**src/rtl/add_csv_accum_seq.sv**
```systemverilog
// Sequential multi-operand adder: accumulates a packet of operands in carry-save
// form, then resolves S+C CHUNK bits per cycle and hands the sum out over valid/ready.
module add_csv_accum_seq #(
    parameter int WIDTH     = 8,
    parameter int CHUNK     = 4,
    parameter int CNT_WIDTH = 8
) (
    input  logic                 clk_i,
    input  logic                 rst_ni,
    input  logic [WIDTH-1:0]     op_i,
    input  logic                 op_valid_i,
    input  logic                 op_last_i,
    output logic                 op_ready_o,
    output logic [WIDTH-1:0]     sum_o,
    output logic [CNT_WIDTH-1:0] n_ops_o,
    output logic                 sum_valid_o,
    input  logic                 sum_ready_i
);

    localparam int NCHUNK = WIDTH / CHUNK;
    localparam int IDX_W  = (NCHUNK > 1) ? $clog2(NCHUNK) : 1;

    if (WIDTH < 2 || CHUNK < 1 || CHUNK > WIDTH || (WIDTH % CHUNK) != 0) begin : g_bad_params
        $error("add_csv_accum_seq: illegal WIDTH/CHUNK combination");
    end

    typedef enum logic [1:0] {
        ACC = 2'd0,
        RES = 2'd1,
        OUT = 2'd2
    } state_t;

    state_t               state;
    state_t               next_state;
    logic [WIDTH-1:0]     s_reg;
    logic [WIDTH-1:0]     c_reg;
    logic [WIDTH-1:0]     res_reg;
    logic [WIDTH-1:0]     res_next;
    logic [WIDTH-1:0]     maj;
    logic [CNT_WIDTH-1:0] cnt;
    logic [IDX_W-1:0]     idx;
    logic                 carry;
    logic                 accept;
    logic                 last_chunk;
    logic [CHUNK-1:0]     s_chunk;
    logic [CHUNK-1:0]     c_chunk;
    logic [CHUNK:0]       chunk_sum;

    assign op_ready_o  = (state == ACC);
    assign sum_valid_o = (state == OUT);
    assign accept      = op_valid_i && op_ready_o;
    assign last_chunk  = (idx == IDX_W'(NCHUNK - 1));
    assign maj         = (s_reg & c_reg) | (s_reg & op_i) | (c_reg & op_i);

    always_ff @(posedge clk_i or negedge rst_ni) begin
        if (!rst_ni) begin
            state <= ACC;
        end else begin
            state <= next_state;
        end
    end

    always_comb begin
        next_state = state;
        case (state)
            ACC:     if (accept && op_last_i) next_state = RES;
            RES:     if (last_chunk) next_state = OUT;
            OUT:     if (sum_ready_i) next_state = ACC;
            default: next_state = ACC;
        endcase
    end

    // One ripple slice of the final carry-propagate add, selected by idx
    always_comb begin
        s_chunk   = s_reg[idx*CHUNK +: CHUNK];
        c_chunk   = c_reg[idx*CHUNK +: CHUNK];
        chunk_sum = {1'b0, s_chunk} + {1'b0, c_chunk} + {{CHUNK{1'b0}}, carry};
        res_next  = res_reg;
        res_next[idx*CHUNK +: CHUNK] = chunk_sum[CHUNK-1:0];
    end

    // Resolution builds in res_reg so sum_o only changes when a new result is published
    always_ff @(posedge clk_i or negedge rst_ni) begin
        if (!rst_ni) begin
            s_reg   <= '0;
            c_reg   <= '0;
            res_reg <= '0;
            cnt     <= '0;
            idx     <= '0;
            carry   <= 1'b0;
            sum_o   <= '0;
            n_ops_o <= '0;
        end else begin
            case (state)
                ACC: begin
                    if (accept) begin
                        s_reg <= s_reg ^ c_reg ^ op_i;
                        c_reg <= {maj[WIDTH-2:0], 1'b0};
                        if (cnt != {CNT_WIDTH{1'b1}}) begin
                            cnt <= cnt + 1'b1;
                        end
                        if (op_last_i) begin
                            idx   <= '0;
                            carry <= 1'b0;
                        end
                    end
                end
                RES: begin
                    res_reg <= res_next;
                    carry   <= chunk_sum[CHUNK];
                    if (last_chunk) begin
                        idx     <= '0;
                        sum_o   <= res_next;
                        n_ops_o <= cnt;
                    end else begin
                        idx <= idx + IDX_W'(1);
                    end
                end
                OUT: begin
                    if (sum_ready_i) begin
                        s_reg <= '0;
                        c_reg <= '0;
                        cnt   <= '0;
                    end
                end
                default: ;
            endcase
        end
    end

endmodule

```
**config.mk**
```make
export PLATFORM = sky130hd
export DESIGN_NAME = add_csv_accum_seq
export DESIGN_NICKNAME = d
export VERILOG_FILES = /design/src/rtl/add_csv_accum_seq.sv
export SDC_FILE = /design/constraint.sdc
export NUM_CORES = 1
export LEC_CHECK = 0
export BUFFER_PORTS_ARGS = -buffer_cell sky130_fd_sc_hd__buf_2
export CAP_MARGIN = 15
export CORE_AREA = 2 2 70 72
export CTS_BUF_LIST = sky130_fd_sc_hd__clkbuf_4
export DETAILED_ROUTE_END_ITERATION = 6
export DIE_AREA = 0 0 72 74
export GPL_TIMING_DRIVEN = 0
export PLACE_DENSITY = 0.81
export SLEW_MARGIN = 20
export SYNTH_ARGS = -nofsm -noshare
export SYNTH_HDL_FRONTEND = slang
export SYNTH_SLANG_ARGS = --single-unit
export TNS_END_PERCENT = 5
```
**constraint.sdc**
```tcl
create_clock -name clk_i -period 2.3 [get_ports clk_i]
set_input_delay 0.345 -clock clk_i [delete_from_list [all_inputs] [get_ports clk_i]]
set_output_delay 0.345 -clock clk_i [all_outputs]
set_load 0.02 [all_outputs]
```
==> qor.txt <==
Port Buffers -> 30
CTS tree -> built
Part of the Yosys area used for sequential elements -> 50.65%
Final hold violation count -> 47
Post-synthesis area per instance -> 10.41 µm²
Share of cells above drive strength 1 -> 19.23%
Core area -> 4598 µm²
Initial Util -> 50.50%
Syn-to-layout area delta -> 11.58%
Critical-path cell list -> mux2_2, ha_1, nor2b_1, o21a_1, o21a_1, o31ai_1
Mapped Area -> 2322 µm²
Commonest cells after routing, fill and taps aside -> 53 x nand2_1, 47 x dfrtp_1, 31 x buf_2, 16 x o21ai_0, 12 x a22o_1
Detailed Route WL -> 4515 µm
Crit Path Class -> register to register
Setup Slack @ Placement -> -0.02103 ns
Hold crit path type -> primary input to asynchronous set/reset pin
Async S/R FF share, synth -> 100.0%
Slew Limit Headroom -> 60.44%
Maximum vdd drop -> 0.6017 mV
Gr usage total -> 19.14%
Vias in the first global route -> 1,608
Synth Warn # -> 0
DP Wirelength -> 3272 µm
1st-iter DRT viols -> 139
Die height -> 74 µm
Worst-Margin Slew -> 0.5934 ns
Total power -> 3.469 mW
CP dominant cell by count -> o21a_1
Fmax -> 467.4 MHz
Clock root cell -> clkbuf_4
Final Cycle Share -> 93.02%
Sw Ratio -> 42.68%
Post-route DRC -> 0
Synth Flop Type -> dfrtp_1
Die X -> 72 µm
Skew-Pair Late Insertion Delay -> 0.36 ns
Final Setup Violations -> 0
Boundary Pins -> 31
Startpoint Class -> register
Seq pwr share -> 42.0%
Int Power -> 1.989 mW
Final GP Congestion -> 0.8611
Largest net degree at the start of global routing -> 48
H-tree depth -> 2
CP Data Arrival Time -> 2.42 ns
Diodes inserted -> 0
Yosys reg bits -> 47
Post-synth EDFFs -> 0
Clock sink total -> 47
Clk buf depth -> 2
Clk slew on worst S/H paths -> 0.13 ns
Clk_skew -> 0.003136 ns
P per Cell Area -> 1339 nW/µm²
Syn nets -> 249
Max Slew Vio Count -> 0
Distinct cells, synth -> 38
Post-Synthesis Cells -> 223
Nets -> 285
Most common cell after layout, fill and taps aside -> nand2_1
Total CTS buffers -> 5
Vias per std cell -> 5.462
Row count -> 25
DIE AREA -> 5328 µm²
Sw power -> 1.481 mW
Worst path required time -> 2.58 ns
Initial antenna violation count -> 0
Hold WS -> -0.03423 ns
Leakage -> 1.310 nW
Grt ovf -> 0
Via Count -> 1,715
CP max FO -> 12
DR pass1 iterations -> 4
Combinational Power Share -> 47.0%
Slowest cell on crit path -> dfrtp_1
Final Critical Period -> 2.139 ns
WL/cell -> 14.38 µm
Status -> finished with violations
Post-DRT Antenna Nets -> 0
Setup slack after layout -> 0.1606 ns
Critical Path End Type -> register
Max-cap violations -> 0
Slowest stage delay, CP -> 0.63 ns
First-pass GRT wire length -> 7824 µm
RSZ-0062 raised after global routing -> false
PostCTS Resize Cnt -> 0
Clock network power share -> 11.0%
Failing checks -> hold timing
metrics by stage:
stage	hold slack, ns	TNS, ns	utilization (%)	area [µm²]	cells
finish	-0.03423	0	56.35	2591	314
global placement	0.4517	0	55.24	2540	307
CTS	0.1897	0	56.30	2589	314
global route	0.007584	0	56.35	2591	314
floorplan	0.04941	0	-	2322	223
detailed placement	0.4562	-0.04166	55.24	2540	307
worst max-delay path: cells and delay by family, from the launching register on:
family,cells,cell delay [ns]
DFF,1,0.63
AOI/OAI and AO/OA,3,0.58
muxes,1,0.42
and+or+nand+nor,1,0.14
adders and majority gates,1,0.28
metal layers:
layer | up-vias | global-route usage, % | share of wire, %
li1 | 837 | - | -
met1 | 828 | 27.42 | 49
met2 | 45 | 29.22 | 45
met3 | 5 | 4.336 | 4.6
met4 | 0 | 6.499 | 1.4
met5 | - | 0 | 0
final timing paths:
check | startpoint | endpoint | slack [ns] | cells after the start
min in group clk_i | op_last_i | state[0]$_DFFE_PN0P_ | 0.22 | 3
worst min register to register | n_ops_o[5]$_DFFE_PN0P_ | n_ops_o[5]$_DFFE_PN0P_ | 0.48 | 2
worst max-delay path | idx$_DFFE_PN0P_ | res_reg[3]$_DFFE_PN0P_ | 0.16 | 6
worst min-delay path | rst_ni | s_reg[7]$_DFFE_PN0P_ | -0.03 | 1
worst max register to register | idx$_DFFE_PN0P_ | res_reg[3]$_DFFE_PN0P_ | 0.16 | 6
max in group asynchronous | rst_ni | cnt[7]$_DFFE_PN0P_ | 1.93 | 1
kinds of logic after synthesis:
logic type	Yosys count	synth area share [%]
xor+xnor	2	0.7544
compound gates	46	13.36
fa+ha+maj	13	9.590
flops	47	50.65
simple gates	87	17.73
mux	8	3.771
buf+inv	20	4.149
area by class of cell:
type | count | area, µm²
plain buffers | 10 | 58.81
fillers | 411 | 2007
multi-input cells | 156 | 1050
clock buffers | 6 | 45.04
flip-flops and latches | 47 | 1176
repair buffers | 30 | 152.6
well taps | 54 | 67.56
clock inverters | 2 | 7.507
inverters | 9 | 33.78
synthesized netlist by cell type (all sizes together) (2+ instances only):
cell type / number / area, µm²
nand2: 53 / 198.9
dfrtp: 47 / 1176
o21ai: 16 / 80.08
a22o: 12 / 105.1
inv: 9 / 33.78
fa: 8 / 160.2
nor2: 8 / 30.03
a21oi: 7 / 35.03
clkbuf: 6 / 22.52
mux2: 6 / 67.56
buf: 5 / 40.04
ha: 5 / 62.56
nand3: 5 / 25.02
nand2b: 3 / 18.77
o31ai: 3 / 22.52
or4: 3 / 22.52
a21o: 2 / 15.01
mux2i: 2 / 20.02
nand3b: 2 / 15.01
nand4b: 2 / 17.52
nor3: 2 / 10.01
o21a: 2 / 15.01
or3: 2 / 12.51
repair_timing:
item | 4_1_cts | 5_1_grt
hold buffers | 0 | 0
setup endpoints to repair | 3 | 0
buffers inserted | 0 | 0
power groups by stage:
stage                     clock network [mW]  registers, mW  logic [mW]
after floorplan                            0           1.50        1.14
after global placement                     0           1.43        1.62
after detailed placement                   0           1.45        1.67
after CTS                              0.389           1.46        1.65
after global routing                   0.415           1.51        1.88
final                                  0.381           1.46        1.63
Power figures use the tool's default switching activity.
